`config.mk`:
```
export PLATFORM = sky130hd
export DESIGN_NAME = mem_arbiter
export DESIGN_NICKNAME = d
export VERILOG_FILES = /design/src/rtl/mem_pkg.sv /design/src/rtl/rr_arb2.sv /design/src/rtl/mem_arbiter.sv
export SDC_FILE = /design/constraint.sdc
export NUM_CORES = 1
export LEC_CHECK = 0
export CORE_MARGIN = 3
export CORE_UTILIZATION = 35
export CTS_BUF_LIST = sky130_fd_sc_hd__clkbuf_16
export CTS_CLUSTER_SIZE = 16
export DETAILED_ROUTE_END_ITERATION = 7
export PLACE_DENSITY = 0.72
export SLEW_MARGIN = 20
export SYNTH_ARGS = -nofsm -noshare
export SYNTH_HDL_FRONTEND = slang
export SYNTH_HIERARCHICAL = 1
export SYNTH_SLANG_ARGS = --single-unit
export TNS_END_PERCENT = 100
```
`constraint.sdc`:
```
create_clock -name clk -period 1.4 [get_ports clk]
set_input_delay 0.14 -clock clk [delete_from_list [all_inputs] [get_ports clk]]
set_output_delay 0.14 -clock clk [all_outputs]
set_load 0.1 [all_outputs]
```
`src/rtl/mem_pkg.sv`:
```
// Shared constants and encodings for the two-port memory arbiter.
package mem_pkg;
  localparam int ADDR_W  = 9;
  localparam int DATA_W  = 32;
  localparam int DEPTH   = 512;
  localparam int TIMEOUT = 15;

  typedef enum logic [1:0] {
    ST_IDLE  = 2'd0,
    ST_GRANT = 2'd1,
    ST_RESP  = 2'd2
  } state_t;

  localparam logic PORT_I = 1'b0;
  localparam logic PORT_D = 1'b1;
endpackage

```
`src/rtl/rr_arb2.sv`:
```
// Two-way round-robin pick: a lone request wins, a tie goes to the port that was not served last.
module rr_arb2 (
  input  logic i_req0,
  input  logic i_req1,
  input  logic i_last,
  output logic o_vld,
  output logic o_id
);
  assign o_vld = i_req0 | i_req1;
  assign o_id  = (i_req0 & i_req1) ? ~i_last : i_req1;
endmodule

```
`src/rtl/mem_arbiter.sv`:
```
// Shares one data memory between the instruction-fetch port (I) and the data port (D),
// one transaction at a time, with range check and ready timeout.
module mem_arbiter #(
  parameter int ADDR_W  = mem_pkg::ADDR_W,
  parameter int DATA_W  = mem_pkg::DATA_W,
  parameter int DEPTH   = mem_pkg::DEPTH,
  parameter int TIMEOUT = mem_pkg::TIMEOUT
) (
  input  logic              clk,
  input  logic              rst,
  input  logic              i_req,
  input  logic              i_we,
  input  logic [ADDR_W-1:0] i_addr,
  input  logic [DATA_W-1:0] i_wdata,
  output logic              i_ack,
  output logic              i_err,
  output logic [DATA_W-1:0] i_rdata,
  input  logic              d_req,
  input  logic              d_we,
  input  logic [ADDR_W-1:0] d_addr,
  input  logic [DATA_W-1:0] d_wdata,
  output logic              d_ack,
  output logic              d_err,
  output logic [DATA_W-1:0] d_rdata,
  output logic              mem_req,
  output logic              mem_we,
  output logic [ADDR_W-1:0] mem_addr,
  output logic [DATA_W-1:0] mem_wdata,
  input  logic [DATA_W-1:0] mem_rdata,
  input  logic              mem_ready,
  output logic              busy,
  output logic              grant_id
);
  import mem_pkg::*;

  localparam logic [ADDR_W:0] DEPTH_L = (ADDR_W+1)'(DEPTH);
  localparam logic [7:0]      TO_L    = 8'(TIMEOUT);

  state_t              r_state, w_next;
  logic [7:0]          r_cnt;
  logic                r_last, r_gid;
  logic                r_mem_req, r_mem_we;
  logic [ADDR_W-1:0]   r_mem_addr;
  logic [DATA_W-1:0]   r_mem_wdata;
  logic                r_i_ack, r_i_err, r_d_ack, r_d_err;
  logic [DATA_W-1:0]   r_i_rdata, r_d_rdata;

  logic                w_gnt_vld, w_gnt_id;
  logic                w_sel_we;
  logic [ADDR_W-1:0]   w_sel_addr;
  logic [DATA_W-1:0]   w_sel_wdata;
  logic                w_oor, w_to_hit;
  logic                w_fin, w_fin_err, w_fin_port, w_cap;

  rr_arb2 u_rr (
    .i_req0 (i_req),
    .i_req1 (d_req),
    .i_last (r_last),
    .o_vld  (w_gnt_vld),
    .o_id   (w_gnt_id)
  );

  assign w_sel_we    = (w_gnt_id == PORT_D) ? d_we    : i_we;
  assign w_sel_addr  = (w_gnt_id == PORT_D) ? d_addr  : i_addr;
  assign w_sel_wdata = (w_gnt_id == PORT_D) ? d_wdata : i_wdata;
  assign w_oor       = {1'b0, w_sel_addr} >= DEPTH_L;
  assign w_to_hit    = (r_cnt == TO_L);

  always_ff @(posedge clk) begin
    if (rst) r_state <= ST_IDLE;
    else     r_state <= w_next;
  end

  // Next state plus the completion decision (which port finishes, and with what status).
  always_comb begin
    w_next     = r_state;
    w_fin      = 1'b0;
    w_fin_err  = 1'b0;
    w_fin_port = r_gid;
    w_cap      = 1'b0;
    case (r_state)
      ST_IDLE: begin
        if (w_gnt_vld) begin
          w_next = w_oor ? ST_RESP : ST_GRANT;
          if (w_oor) begin
            w_fin      = 1'b1;
            w_fin_err  = 1'b1;
            w_fin_port = w_gnt_id;
          end
        end
      end
      ST_GRANT: begin
        if (mem_ready) begin
          w_next = ST_RESP;
          w_fin  = 1'b1;
          w_cap  = ~r_mem_we;
        end else if (w_to_hit) begin
          w_next    = ST_RESP;
          w_fin     = 1'b1;
          w_fin_err = 1'b1;
        end
      end
      ST_RESP: w_next = ST_IDLE;
      default: w_next = ST_IDLE;
    endcase
  end

  always_ff @(posedge clk) begin
    if (rst) begin
      r_cnt       <= '0;
      r_last      <= PORT_D;
      r_gid       <= PORT_I;
      r_mem_req   <= 1'b0;
      r_mem_we    <= 1'b0;
      r_mem_addr  <= '0;
      r_mem_wdata <= '0;
      r_i_ack     <= 1'b0;
      r_i_err     <= 1'b0;
      r_d_ack     <= 1'b0;
      r_d_err     <= 1'b0;
      r_i_rdata   <= '0;
      r_d_rdata   <= '0;
    end else begin
      // Ack/err are registered so they appear in the RESP cycle.
      r_i_ack <= w_fin & (w_fin_port == PORT_I);
      r_i_err <= w_fin & w_fin_err & (w_fin_port == PORT_I);
      r_d_ack <= w_fin & (w_fin_port == PORT_D);
      r_d_err <= w_fin & w_fin_err & (w_fin_port == PORT_D);
      if (w_cap && (r_gid == PORT_I)) r_i_rdata <= mem_rdata;
      if (w_cap && (r_gid == PORT_D)) r_d_rdata <= mem_rdata;
      if (r_state == ST_IDLE && w_gnt_vld) begin
        r_gid       <= w_gnt_id;
        r_mem_we    <= w_sel_we;
        r_mem_addr  <= w_sel_addr;
        r_mem_wdata <= w_sel_wdata;
        r_cnt       <= '0;
        r_mem_req   <= ~w_oor;
      end else if (r_state == ST_GRANT) begin
        r_cnt <= r_cnt + 8'd1;
        if (w_fin) r_mem_req <= 1'b0;
      end
      if (r_state == ST_RESP) r_last <= r_gid;
    end
  end

  assign i_ack     = r_i_ack;
  assign i_err     = r_i_err;
  assign i_rdata   = r_i_rdata;
  assign d_ack     = r_d_ack;
  assign d_err     = r_d_err;
  assign d_rdata   = r_d_rdata;
  assign mem_req   = r_mem_req;
  assign mem_we    = r_mem_we;
  assign mem_addr  = r_mem_addr;
  assign mem_wdata = r_mem_wdata;
  assign busy      = (r_state != ST_IDLE);
  assign grant_id  = r_gid;
endmodule

```
; Word level (Yosys, flattened, before mapping)
; Cells that the tools add are included.
[word_totals]
register_bits = 123
input_bits = 121
output_inout_bits = 113
elab_cells = 58
[op_classes]
addsub = 1
eq_ne = 5
mux = 18
n_bitwise = 10
reduce_logical = 10
[ops]
columns = operator, n
row1 = $mux 32, 1
row2 = $mux 1, 12
row3 = $mux 9, 1
row4 = $add 8x1->8 const B, 1
row5 = $eq 8x4->1 const B, 1
row6 = $and 1x1->1, 6
row7 = $mux 2, 3
row8 = $reduce_bool 2->1, 3
row9 = $pmux 2 s2, 1
row10 = $reduce_and 2->1, 2
row11 = $logic_and 1x1->1, 3
row12 = $ne 3x3->1 const B, 1
row13 = $not 1->1, 3
row14 = $eq 2x1->1 const B, 1
row15 = $eq 2x2->1 const B, 1
row16 = $logic_not 2->1, 1
row17 = $ne 2x2->1 const B, 1
row18 = $reduce_or 2->1, 1
row19 = $or 1x1->1, 1

; Longest topological paths before layout
; Gate-level depths: netlist of run 1.
[depth]
word_depth = 7
depth_mapped = 6

; Modules after synthesis
; The synthesis of run 1 kept the hierarchy.
[by_module_without_submodules]
columns = mod, instances, cells_each, area_per_inst_um2, seq_area_each_um2
row1 = mem_arbiter, 1, 555, 4919.7, 2462.4
row2 = rr_arb2, 1, 2, 13.8, 0.0

; Least setup slack after synthesis of run 1
; No wires, ideal clock.
[synth_path]
path_type = register -> register
from = reg r_mem_we (netlist: mem_we)
to = reg r_d_rdata[10] (netlist: d_rdata[10])
setup_time_ns = 0.071
t_arrival_ns = 1.816
path_slack_ns = -0.486
path_stages_with_launch = 6
path_buffers = 2
synth_period_minus_slack_ns = 1.886
path_cell_list = dfxtp_1 > nand4bb_1 > buf_2 > clkbuf_1 > o21ai_0 > a21oi_1
[synth_via]
elab_chain_cells = 4
[synth_rtl]
columns = element, line
row1 = from (decl), mem_arbiter.sv:42  ; logic r_mem_req, r_mem_we;
row2 = from (signal assigned), mem_arbiter.sv:133  ; r_mem_we <= w_sel_we;
row3 = $not 1->1, mem_arbiter.sv:96  ; w_cap = ~r_mem_we;
row4 = $mux 1, mem_arbiter.sv:93  ; if (mem_ready) begin
row5 = $mux 1, mem_arbiter.sv:81  ; case (r_state)
row6 = $logic_and 1x1->1, mem_arbiter.sv:130  ; if (w_cap && (r_gid == PORT_D)) r_d_rdata <= mem_rdata;
row7 = to (signal assigned), mem_arbiter.sv:130
row8 = to (decl), mem_arbiter.sv:46  ; logic [DATA_W-1:0] r_i_rdata, r_d_rdata;
; Every way passes these cells.
; A chain may end at the register's enable or synchronous reset.

; Worst setup path after layout of run 1
[layout_path]
from = reg r_state[0]
to = out busy
[layout_via]
elab_chain_cells = 1
[layout_rtl]
columns = element, line
row1 = from (decl), mem_arbiter.sv:39  ; state_t r_state, w_next;
row2 = from (signal assigned), mem_arbiter.sv:71  ; else r_state <= w_next;
row3 = $reduce_bool 2->1, mem_arbiter.sv:156  ; assign busy = (r_state != ST_IDLE);
row4 = to (decl), mem_arbiter.sv:31  ; output logic busy,
; Every way passes these cells.

==> results by group, run 1 <==
Status
  • Status: completed

Clock tree
  • Post-CTS Hold Fix Bufs: 0
  • Clk pin slew, worst setup/hold paths: 0.05 ns
  • CTS Buffer Depth: 2
  • Worst skew pair latency: 0.41 ns
  • Clock sink count: 123
  • Cts bufs inserted: 17
  • Clock Tree Root: clkbuf_16
  • CTS tree: yes
  • H-tree depth: 4

Yosys
  • Syn_area_per_cell: 8.857 sq um
  • Synth async-reset ratio: 0
  • Post-Syn Instances: 557
  • Synth warn: 6
  • Seq cells post-synth: 123
  • Post-Syn Area: 0.004933 sq mm
  • Sequential-to-total area share from yosys stat: 0.4991
  • Post-synth EDFFs: 0
  • Synth Net Count: 679
  • Post-synth top flop: dfxtp_1
  • Unique masters post-synth: 36

Routing
  • Vias per cell: 5.386
  • Post-DR wirelength/cell: 17.83 um
  • DRT antenna net count: 0
  • Vias post-DR: 5235
  • Drc violations: 0
  • Total Wirelength: 17330 um
  • Drt first-iter violations: 329
  • Pre-antenna DRT Iters: 5

Setup path
  • Crit. End Element: output pin
  • Max FO, Critical Path: 3
  • Startpoint Class: flop
  • CP arrival: 1.26 ns
  • Crit-path slowest cell: dfxtp_4
  • Max stage delay on crit path: 0.35 ns
  • WS Path Type: reg -> out
  • CP cell instances: buf_6, or2_4, buf_12
  • Required @ worst endpoint: 1.26 ns

Place
  • GPL Wtd Cong: 0.8045
  • Placed Area: 0.008653 sq mm
  • Place WS: -0.3456 ns
  • HPWL after detailed placement: 11550 um
  • Port buffer count: 233

STA
  • Setup violators final: 0
  • Slew at the pin with the worst max-slew slack: 0.5473 ns
  • Final hold violations: 0
  • Final Cycle Share: 0.9991
  • Fin Hold WS: 0.1018 ns
  • Skew final: 0.01088 ns
  • Final min period: 1.399 ns
  • Slew HR: 0.6351
  • Unrepaired setup endpoints after global routing: true
  • Maximum clock rate: 714.9 MHz
  • Final WS setup: 0.001271 ns
  • Slew Viols, Final: 0

Cells and area
  • Share of layout cells above drive strength 1: 0.2550
  • Fin area: 0.009663 sq mm
  • Ant diodes: 0
  • Final net count: 905
  • Fin util: 0.7155
  • Area delta synth->final: 95.87%
  • FILL cells: 911

Global routing
  • GRT Residual Overflow: 0
  • Initial antenna violation count: 0
  • Total GRT Usage: 0.2107
  • Largest net degree at the start of global routing: 65
  • Vias in the first global route: 5066
  • First-pass GRT wire length: 26790 um

Power
  • Worst vdd ir: 0.7381 mV
  • Cell Pwr Density: 1337 mW/mm^2
  • Leak pwr: 3.556 nW

Floorplanning
  • Initial core utilization: 0.3653
  • Die Wd: 124.7 um
  • Die height: 124.7 um
  • Core Rows: 42
  • Die Footprint: 0.01556 sq mm
  • I/O Pins: 234
  • Core footprint: 0.01351 sq mm

Job
  • Max Cap Viol: 0

Hold path
  • Worst hold path type: in -> reg
-- state kept, by name, indices dropped and copies added (netlist names) --
| name | flops |
|---|---|
| r_state | 2 |
| i_rdata | 32 |
| r_cnt | 8 |
| mem_we | 1 |
| i_ack | 1 |
| i_err | 1 |
| mem_req | 1 |
| d_err | 1 |
| mem_addr | 9 |
| grant_id | 1 |
| r_last | 1 |
| mem_wdata | 32 |
| d_ack | 1 |
| d_rdata | 32 |
-- Yosys cell counts (all sizes together) (3+ instances only) --
library cell	n	area share
nor4	3	0.0038
nand3	66	0.067
nor2	45	0.034
mux2i	42	0.085
a21oi	71	0.072
o31ai	3	0.0046
clkbuf	29	0.022
nand2b	3	0.0038
or3	3	0.0038
dfxtp	123	0.50
a211oi	42	0.064
o21ai	67	0.068
nand2	8	0.0061
buf	27	0.027
-- path summary, 6_finish.rpt --
path | startpoint | to | slack, ns | depth (start not counted)
worst max register to register | r_state[0] | r_cnt[0] | 0.01 | 4
worst min-delay path | rst | r_cnt[6] | 0.10 | 3
worst max-delay path | r_state[0] | busy | 0.001 | 3
worst min register to register | d_rdata[7] | d_rdata[7] | 0.51 | 2
-- logic make-up (layout without fill, tap and decap cells) --
family	count (synthesis)	after routing	share of synthesized area
AO/OA/AOI/OAI	189	189	0.2184
XOR/XNOR	2	2	0.003551
adder cells (fa/ha/maj)	1	1	0.002536
buffers and inverters	58	297	0.05047
flip-flops	123	123	0.4991
multiplexers	42	42	0.08521
AND/OR/NAND/NOR	142	142	0.1408
-- placed cells by master (no fill, tap or decap), drive strengths merged, types with 8 or more instances in the layout --
master	count
a211oi	42
clkbuf	21
o21ai	67
dfxtp	123
nor2	45
a21oi	71
nand2	8
clkdlybuf4s50	119
buf	139
nand3	66
mux2i	42
-- metrics by stage --
step                cells  total power [mW]   TNS, ns
detailed placement    930             7.833    -27.18
CTS                   968             12.84  -0.02992
floorplan             557             6.180         0
global route          972             13.34   -0.1397
finish                972             12.92         0
global placement      930             7.780    -20.89
-- per-layer routing --
metal | global-route usage | vias to the layer above | part of all wire
li1 | - | 2467 | -
met1 | 0.2495 | 2461 | 0.38
met2 | 0.3588 | 283 | 0.51
met3 | 0.06947 | 24 | 0.089
met4 | 0.07028 | 0 | 0.018
met5 | 0 | - | 0
-- area by class of cell --
cell class / count / area (sq um) / share of cell area
inverter: 2 / 7.507 / 0.0007769
timing repair buffer: 263 / 3961 / 0.4099
sequential: 123 / 2479 / 0.2565
clock inverter: 15 / 227.7 / 0.02357
clock buffer: 17 / 425.4 / 0.04402
tap: 176 / 220.2 / 0.02279
multi-input combinational: 376 / 2342 / 0.2424
-- power by group --
part / total (mW) / switching (mW) / internal, mW
Combinational: 4.08 / 2.44 / 1.63
Clock: 4.86 / 1.55 / 3.31
Sequential: 3.99 / 0.254 / 3.73
-- timing repair --
action,in CTS,in global routing
setup endpoints to repair,74,51
buffers inserted,3,0
resized for setup,13,30
pin swaps,2,31
cloned,3,4
hold endpoints to repair,0,0
-- worst max-delay path, delay by kind of cell (launching register included) --
kind / cells / cell delay (ns)
buf+inv: 2 / 0.27
simple gates: 1 / 0.23
flops: 1 / 0.35
Note: power is estimated with default switching activity, not from simulation.
==> run 2: changes to the inputs <==
CORE_MARGIN = unset   (was 3)
==> run 2 against run 1 <==
- sequential share of layout area increased by 0.34 points
- largest cell class unchanged
- register-to-register slack improved by 0.04 ns
- cell count increased by 0.31%
- highest routed layer unchanged
- cell area fell by 1.3%
- power down 2.8%
==> results by group, run 2 (synthesis gave the netlist of run 1 again) <==
Status
  • Status: completed

Cells and area
  • Area delta synth->final: 93.30%
  • Area occupied by multi-input gates: 0.002306 sq mm (-1.5%)
  • FILL cells: 959 (+5.3%)
  • Post-Layout Cell Count: 975 (+0.31%)
  • Register Area: 0.002479 sq mm (unchanged)
  • Share of layout cells above drive strength 1: 0.2415 (-0.01352)
  • Ant diodes: 0 (unchanged)
  • Most frequent cells in the layout: clkdlybuf4s50_1 (119), buf_12 (119), dfxtp_1 (118)
  • Fin util: 0.6897 (-0.02578)
  • Final net count: 904 (-0.11%)

Floorplanning
  • Die Wd: 120.7 um (-3.2%)
  • I/O Pins: 234 (unchanged)
  • Die Footprint: 0.01457 sq mm (-6.3%)
  • Die height: 120.7 um (-3.2%)
  • Core footprint: 0.01383 sq mm (+2.4%)
  • Core Rows: 43 (+2.4%)
  • Initial core utilization: 0.3568 (-0.008495)

Routing
  • Vias post-DR: 5234 (-0.019%)
  • DRT antenna net count: 0 (unchanged)
  • Vias per cell: 5.368 (-0.33%)
  • Drc violations: 0 (unchanged)
  • Post-DR wirelength/cell: 16.92 um (-5.1%)
  • Pre-antenna DRT Iters: 6 (+1)
  • Total Wirelength: 16500 um (-4.8%)
  • Drt first-iter violations: 542 (+65%)

Setup path
  • Crit. End Element: flop
  • WS Path Type: reg -> reg
  • Required @ worst endpoint: 1.68 ns (+0.42 ns)
  • Max FO, Critical Path: 19 (+16)
  • Startpoint Class: flop
  • CP arrival: 1.63 ns (+0.37 ns)

Power
  • Switching Share: 0.3351 (+0.006197)
  • Sw Pwr: 4.210 mW (-0.95%)
  • Clock network power share: 0.367 (-0.009)
  • Worst vdd ir: 0.8149 mV (+10%)
  • Sequential power share: 0.317 (+0.009)
  • Combinational power share: 0.316 (about the same)
  • Leak pwr: 3.509 nW (-1.3%)
  • Internal: 8.352 mW (-3.7%)
  • Cell Pwr Density: 1317 mW/mm^2 (-1.5%)

Clock tree
  • CTS Buffer Depth: 2 (unchanged)
  • Post-CTS Hold Fix Bufs: 0 (unchanged)
  • Clk pin slew, worst setup/hold paths: 0.05 ns (about the same)
  • Cts bufs inserted: 17 (unchanged)
  • Clock sink count: 123 (unchanged)
  • Worst skew pair latency: 0.41 ns (about the same)
  • H-tree depth: 4 (unchanged)
  • CTS tree: yes
  • Clock Tree Root: clkbuf_16

STA
  • Slew HR: 0.6746 (+0.03949)
  • Skew final: 0.01119 ns (+0.0003176 ns)
  • Slew Viols, Final: 0 (unchanged)
  • Setup violators final: 0 (unchanged)
  • Final Cycle Share: 0.9612 (-0.03792)
  • Unrepaired setup endpoints after global routing: false
  • Slew at the pin with the worst max-slew slack: 0.4880 ns (-0.05923 ns)
  • Maximum clock rate: 743.1 MHz (+3.9%)
  • Final hold violations: 0 (unchanged)
  • Final min period: 1.346 ns (-0.05309 ns)

Global routing
  • GRT Residual Overflow: 0 (unchanged)
  • First-pass GRT wire length: 24000 um (-10%)
  • Vias in the first global route: 4967 (-2.0%)
  • Total GRT Usage: 0.2091 (-0.001616)
  • Largest net degree at the start of global routing: 74 (+14%)
  • Initial antenna violation count: 0 (unchanged)

Job
  • Max Cap Viol: 0 (unchanged)

Hold path
  • Worst hold path type: in -> reg

Place
  • GPL Wtd Cong: 0.8135 (+1.1%)
  • Port buffer count: 233 (unchanged)
  • Placed insts: 934 (+0.43%)
  • HPWL after detailed placement: 10720 um (-7.2%)
[run 2: cell types whose count changed in the layout (fill, tap and decap cells not counted), moves of 3 or more]
cell	previous run	this run
a211oi_1	28	37
a211oi_2	14	5
o21ai_0	59	65
o21ai_1	8	2
buf_12	122	119
[run 2: stage by stage]
stage	instance area [sq um]	total power [mW]	hold slack [ns]	setup WS (ns)	TNS (ns)
finish	9537	12.56	0.09413	0.05436	0
CTS	9330	12.47	0.05826	0.001955	0
floorplan	4941	6.180	0.2187	0.003354	0
detailed placement	8646	7.811	0.4717	-0.4383	-26.15
global route	9537	12.99	0.1080	0.003480	0
global placement	8646	7.755	0.4649	-0.4351	-20.21
[run 2: timing repair]
action / 4_1_cts / 5_1_grt
setup buffers: 0 / 1
pin swaps: 0 / 3
resized for setup: 7 / 18
endpoints found under the setup margin: 85 / 82
cloned: 1 / 7
[run 2: final cells by class]
type                       instances  area share
inverter                           2   0.0007872
timing repair buffer             262      0.4084
multi-input combinational        376      0.2418
sequential                       123      0.2599
clock buffer                      18     0.04723
tap                              180     0.02362
clock inverter                    14     0.01824
[run 2: power by group through the flow]
stage	clock network [mW]	logic, mW	registers (mW)
after floorplan	0	0.727	5.45
after global placement	0	3.71	4.04
after detailed placement	0	3.76	4.05
after CTS	4.69	3.79	3.98
after global routing	4.87	4.11	4.01
final	4.61	3.97	3.98
[run 2: routing by layer]
| metal | wire length [um] | up-vias | GRT usage | part of all wire |
|---|---|---|---|---|
| li1 | - | 2471 | - | - |
| met1 | 6458 | 2455 | 0.2396 | 0.39 |
| met2 | 8366 | 283 | 0.3628 | 0.51 |
| met3 | 1347 | 25 | 0.06226 | 0.082 |
| met4 | 325 | 0 | 0.08333 | 0.020 |
| met5 | 0 | - | 0 | 0 |
[run 2: worst paths after layout]
| check | startpoint | to | slack, ns | cells past startpoint |
|---|---|---|---|---|
| max | r_last | mem_we | 0.05 | 4 |
| min | rst | r_last | 0.09 | 3 |
| max reg2reg | r_last | mem_we | 0.05 | 4 |
| min reg2reg | r_cnt[1] | r_cnt[1] | 0.50 | 2 |
[run 2: critical path, cell delays in order (launching register included)]
cell and delay [ns]:
dfxtp_1 0.34, a21boi_4 0.26, buf_12 0.23, mux2i_4 0.28
a211oi_1 0.10
==> run 3: changes to the inputs <==
PLACE_DENSITY = 0.7   (was 0.72)
==> run 3 against run 2 <==
- via count is 0.23% lower
- clock power is 11% lower
- count of clock-buffer cells in the layout fell by 1
- cell count increased by 0.82%
- first-iteration DRC count fell by 18%
- sequential power barely moved
- non-clock buffer count up 8
- global-route usage grew 1.2 points
- clock skew down 0.0045 ns
- hold slack worse by 0.021 ns
- highest routed layer unchanged
==> results by group, run 3 (synthesis gave the netlist of run 1 again) <==
Clock tree
  • Worst skew pair latency: 0.41 ns (about the same)
  • CTS Buffer Depth: 2 (unchanged)
  • Clock sink count: 123 (unchanged)
  • Post-CTS Hold Fix Bufs: 0 (unchanged)
  • H-tree depth: 4 (unchanged)
  • CTS tree: yes
  • Clk pin slew, worst setup/hold paths: 0.06 ns (about the same)
  • Cts bufs inserted: 17 (unchanged)
  • Clock Tree Root: clkbuf_16

Power
  • Worst vdd ir: 0.7879 mV (-3.3%)
  • Switching Share: 0.3568 (+0.02164)
  • Internal: 7.772 mW (-6.9%)
  • Combinational power share: 0.331 (+0.015)
  • Total Power: 12.08 mW (-3.8%)
  • Cell Pwr Density: 1266 mW/mm^2 (-3.9%)
  • Sequential power share: 0.331 (+0.014)
  • Leak pwr: 3.537 nW (+0.79%)
  • Clock network power share: 0.338 (-0.029)
  • Sw Pwr: 4.311 mW (+2.4%)

Place
  • GPL Wtd Cong: 0.7769 (-4.5%)
  • Port buffer count: 233 (unchanged)
  • Placed insts: 939 (+0.54%)
  • Placed Area: 0.008708 sq mm (+0.72%)
  • HPWL after detailed placement: 11110 um (+3.6%)

STA
  • Final hold violations: 0 (unchanged)
  • Maximum clock rate: 718.8 MHz (-3.3%)
  • Fin Hold WS: 0.07289 ns (-0.02124 ns)
  • Final min period: 1.391 ns (+0.04552 ns)
  • Setup violators final: 0 (unchanged)
  • Slew at the pin with the worst max-slew slack: 0.4796 ns (-0.008493 ns)
  • Skew final: 0.006705 ns (-0.004489 ns)
  • Slew Viols, Final: 0 (unchanged)
  • Final Cycle Share: 0.9937 (+0.03252)
  • Slew HR: 0.6803 (+0.005662)
  • Unrepaired setup endpoints after global routing: true

Routing
  • Vias per cell: 5.312 (-1.0%)
  • DRT antenna net count: 0 (unchanged)
  • Drc violations: 0 (unchanged)
  • Total Wirelength: 17010 um (+3.1%)
  • Post-DR wirelength/cell: 17.30 um (+2.3%)
  • Vias post-DR: 5222 (-0.23%)
  • Drt first-iter violations: 442 (-18%)
  • Pre-antenna DRT Iters: 5 (-1)

Cells and area
  • Share of layout cells above drive strength 1: 0.2466 (+0.005066)
  • FILL cells: 984 (+2.6%)
  • Area delta synth->final: 93.46% (about the same)
  • Fin area: 0.009544 sq mm (about the same)
  • Post-Layout Cell Count: 983 (+0.82%)
  • Final net count: 912 (+0.88%)
  • Register Area: 0.002477 sq mm (about the same)
  • Area occupied by multi-input gates: 0.002278 sq mm (-1.2%)
  • Most frequent cells in the layout: buf_12 (122), dfxtp_1 (119), clkdlybuf4s50_1 (118)
  • Most common cell after layout, fill and taps aside: buf_12
  • Ant diodes: 0 (unchanged)

Global routing
  • Largest net degree at the start of global routing: 68 (-8.1%)
  • Initial antenna violation count: 0 (unchanged)
  • Total GRT Usage: 0.2213 (+0.01217)
  • First-pass GRT wire length: 25250 um (+5.2%)
  • GRT Residual Overflow: 0 (unchanged)
  • Vias in the first global route: 4875 (-1.9%)

Floorplanning
  • Core Rows: 43 (unchanged)
  • Die Wd: 120.7 um (unchanged)
  • Die height: 120.7 um (unchanged)
  • Die Footprint: 0.01457 sq mm (unchanged)
  • Core footprint: 0.01383 sq mm (unchanged)
  • I/O Pins: 234 (unchanged)
  • Initial core utilization: 0.3568 (unchanged)

Setup path
  • CP arrival: 1.71 ns (+0.08 ns)
  • Max FO, Critical Path: 6 (-13)
  • WS Path Type: in -> reg
  • Crit. End Element: flop
  • R2R cell count: 4 (unchanged)
  • Startpoint Class: input pin
  • Required @ worst endpoint: 1.72 ns (+0.04 ns)

Job
  • Max Cap Viol: 0 (unchanged)

Hold path
  • Worst hold path type: in -> reg
  • Hold path cells: 3 (unchanged)

Status
  • Status: completed
[run 3: cell count changes in the layout (fill, tap and decap cells not counted), moves of 2 or more]
cell	before	now
a211oi_1	37	39
a211oi_2	5	3
buf_12	119	122
buf_4	13	19
buf_8	2	0
bufinv_16	4	1
clkinv_1	4	1
clkinvlp_4	3	5
inv_6	0	2
mux2i_1	40	42
o21ai_0	65	43
o21ai_1	2	23
[run 3: path summary, 6_finish.rpt]
check / slack [ns] / end / startpoint
worst max-delay path: 0.009 / mem_wdata[18] / i_req
worst min register to register: 0.49 / r_cnt[1] / r_cnt[1]
worst max register to register: 0.009 / mem_wdata[13] / r_state[1]
worst min-delay path: 0.07 / r_cnt[6] / rst
[run 3: routing by layer]
layer,vias up,track usage,wire (um)
li1,2503,-,-
met1,2467,0.2593,6597
met2,233,0.3815,8789
met3,19,0.07358,1329
met4,0,0.06559,294
met5,-,0,0
[run 3: worst max-delay path, cell delays in order]
cell	delay, ns
clkdlybuf4s50_1	0.43
or2_4	0.25
nor3b_4	0.16
buf_12	0.14
buf_6	0.12
buf_6	0.12
buf_4	0.13
a211oi_1	0.20
[run 3: power by group through the flow]
stage | clock, mW | combinational (mW) | sequential, mW
2_1_floorplan | 0 | 0.727 | 5.45
3_3_place_gp | 0 | 3.73 | 4.05
3_5_place_dp | 0 | 3.78 | 4.07
4_1_cts | 4.14 | 3.86 | 4.00
5_1_grt | 4.33 | 4.15 | 4.02
6_report | 4.08 | 4.01 | 4.00
[run 3: what timing repair did]
action | 4_1_cts | 5_1_grt
gates cloned | 2 | 5
setup buffers | 1 | 4
pin swaps | 1 | 2
endpoints found under the setup margin | 107 | 81
resized for setup | 6 | 36
endpoints found under the hold margin | 0 | 0
[run 3: through the flow]
step / TNS, ns / util / setup WS, ns
2_1_floorplan: 0 / - / 0.003354
3_3_place_gp: -21.62 / 0.6298 / -0.3608
3_5_place_dp: -28.01 / 0.6298 / -0.4503
4_1_cts: 0 / 0.6761 / 0.0004147
5_1_grt: -0.3052 / 0.6903 / -0.02959
6_report: 0 / 0.6903 / 0.008835
[run 3: final cells by class]
class	instances	area share
clock inverter	15	0.01311
tap	180	0.02360
inverter	2	0.0007866
sequential	123	0.2596
multi-input combinational	376	0.2387
clock buffer	17	0.04457
timing repair buffer	270	0.4196
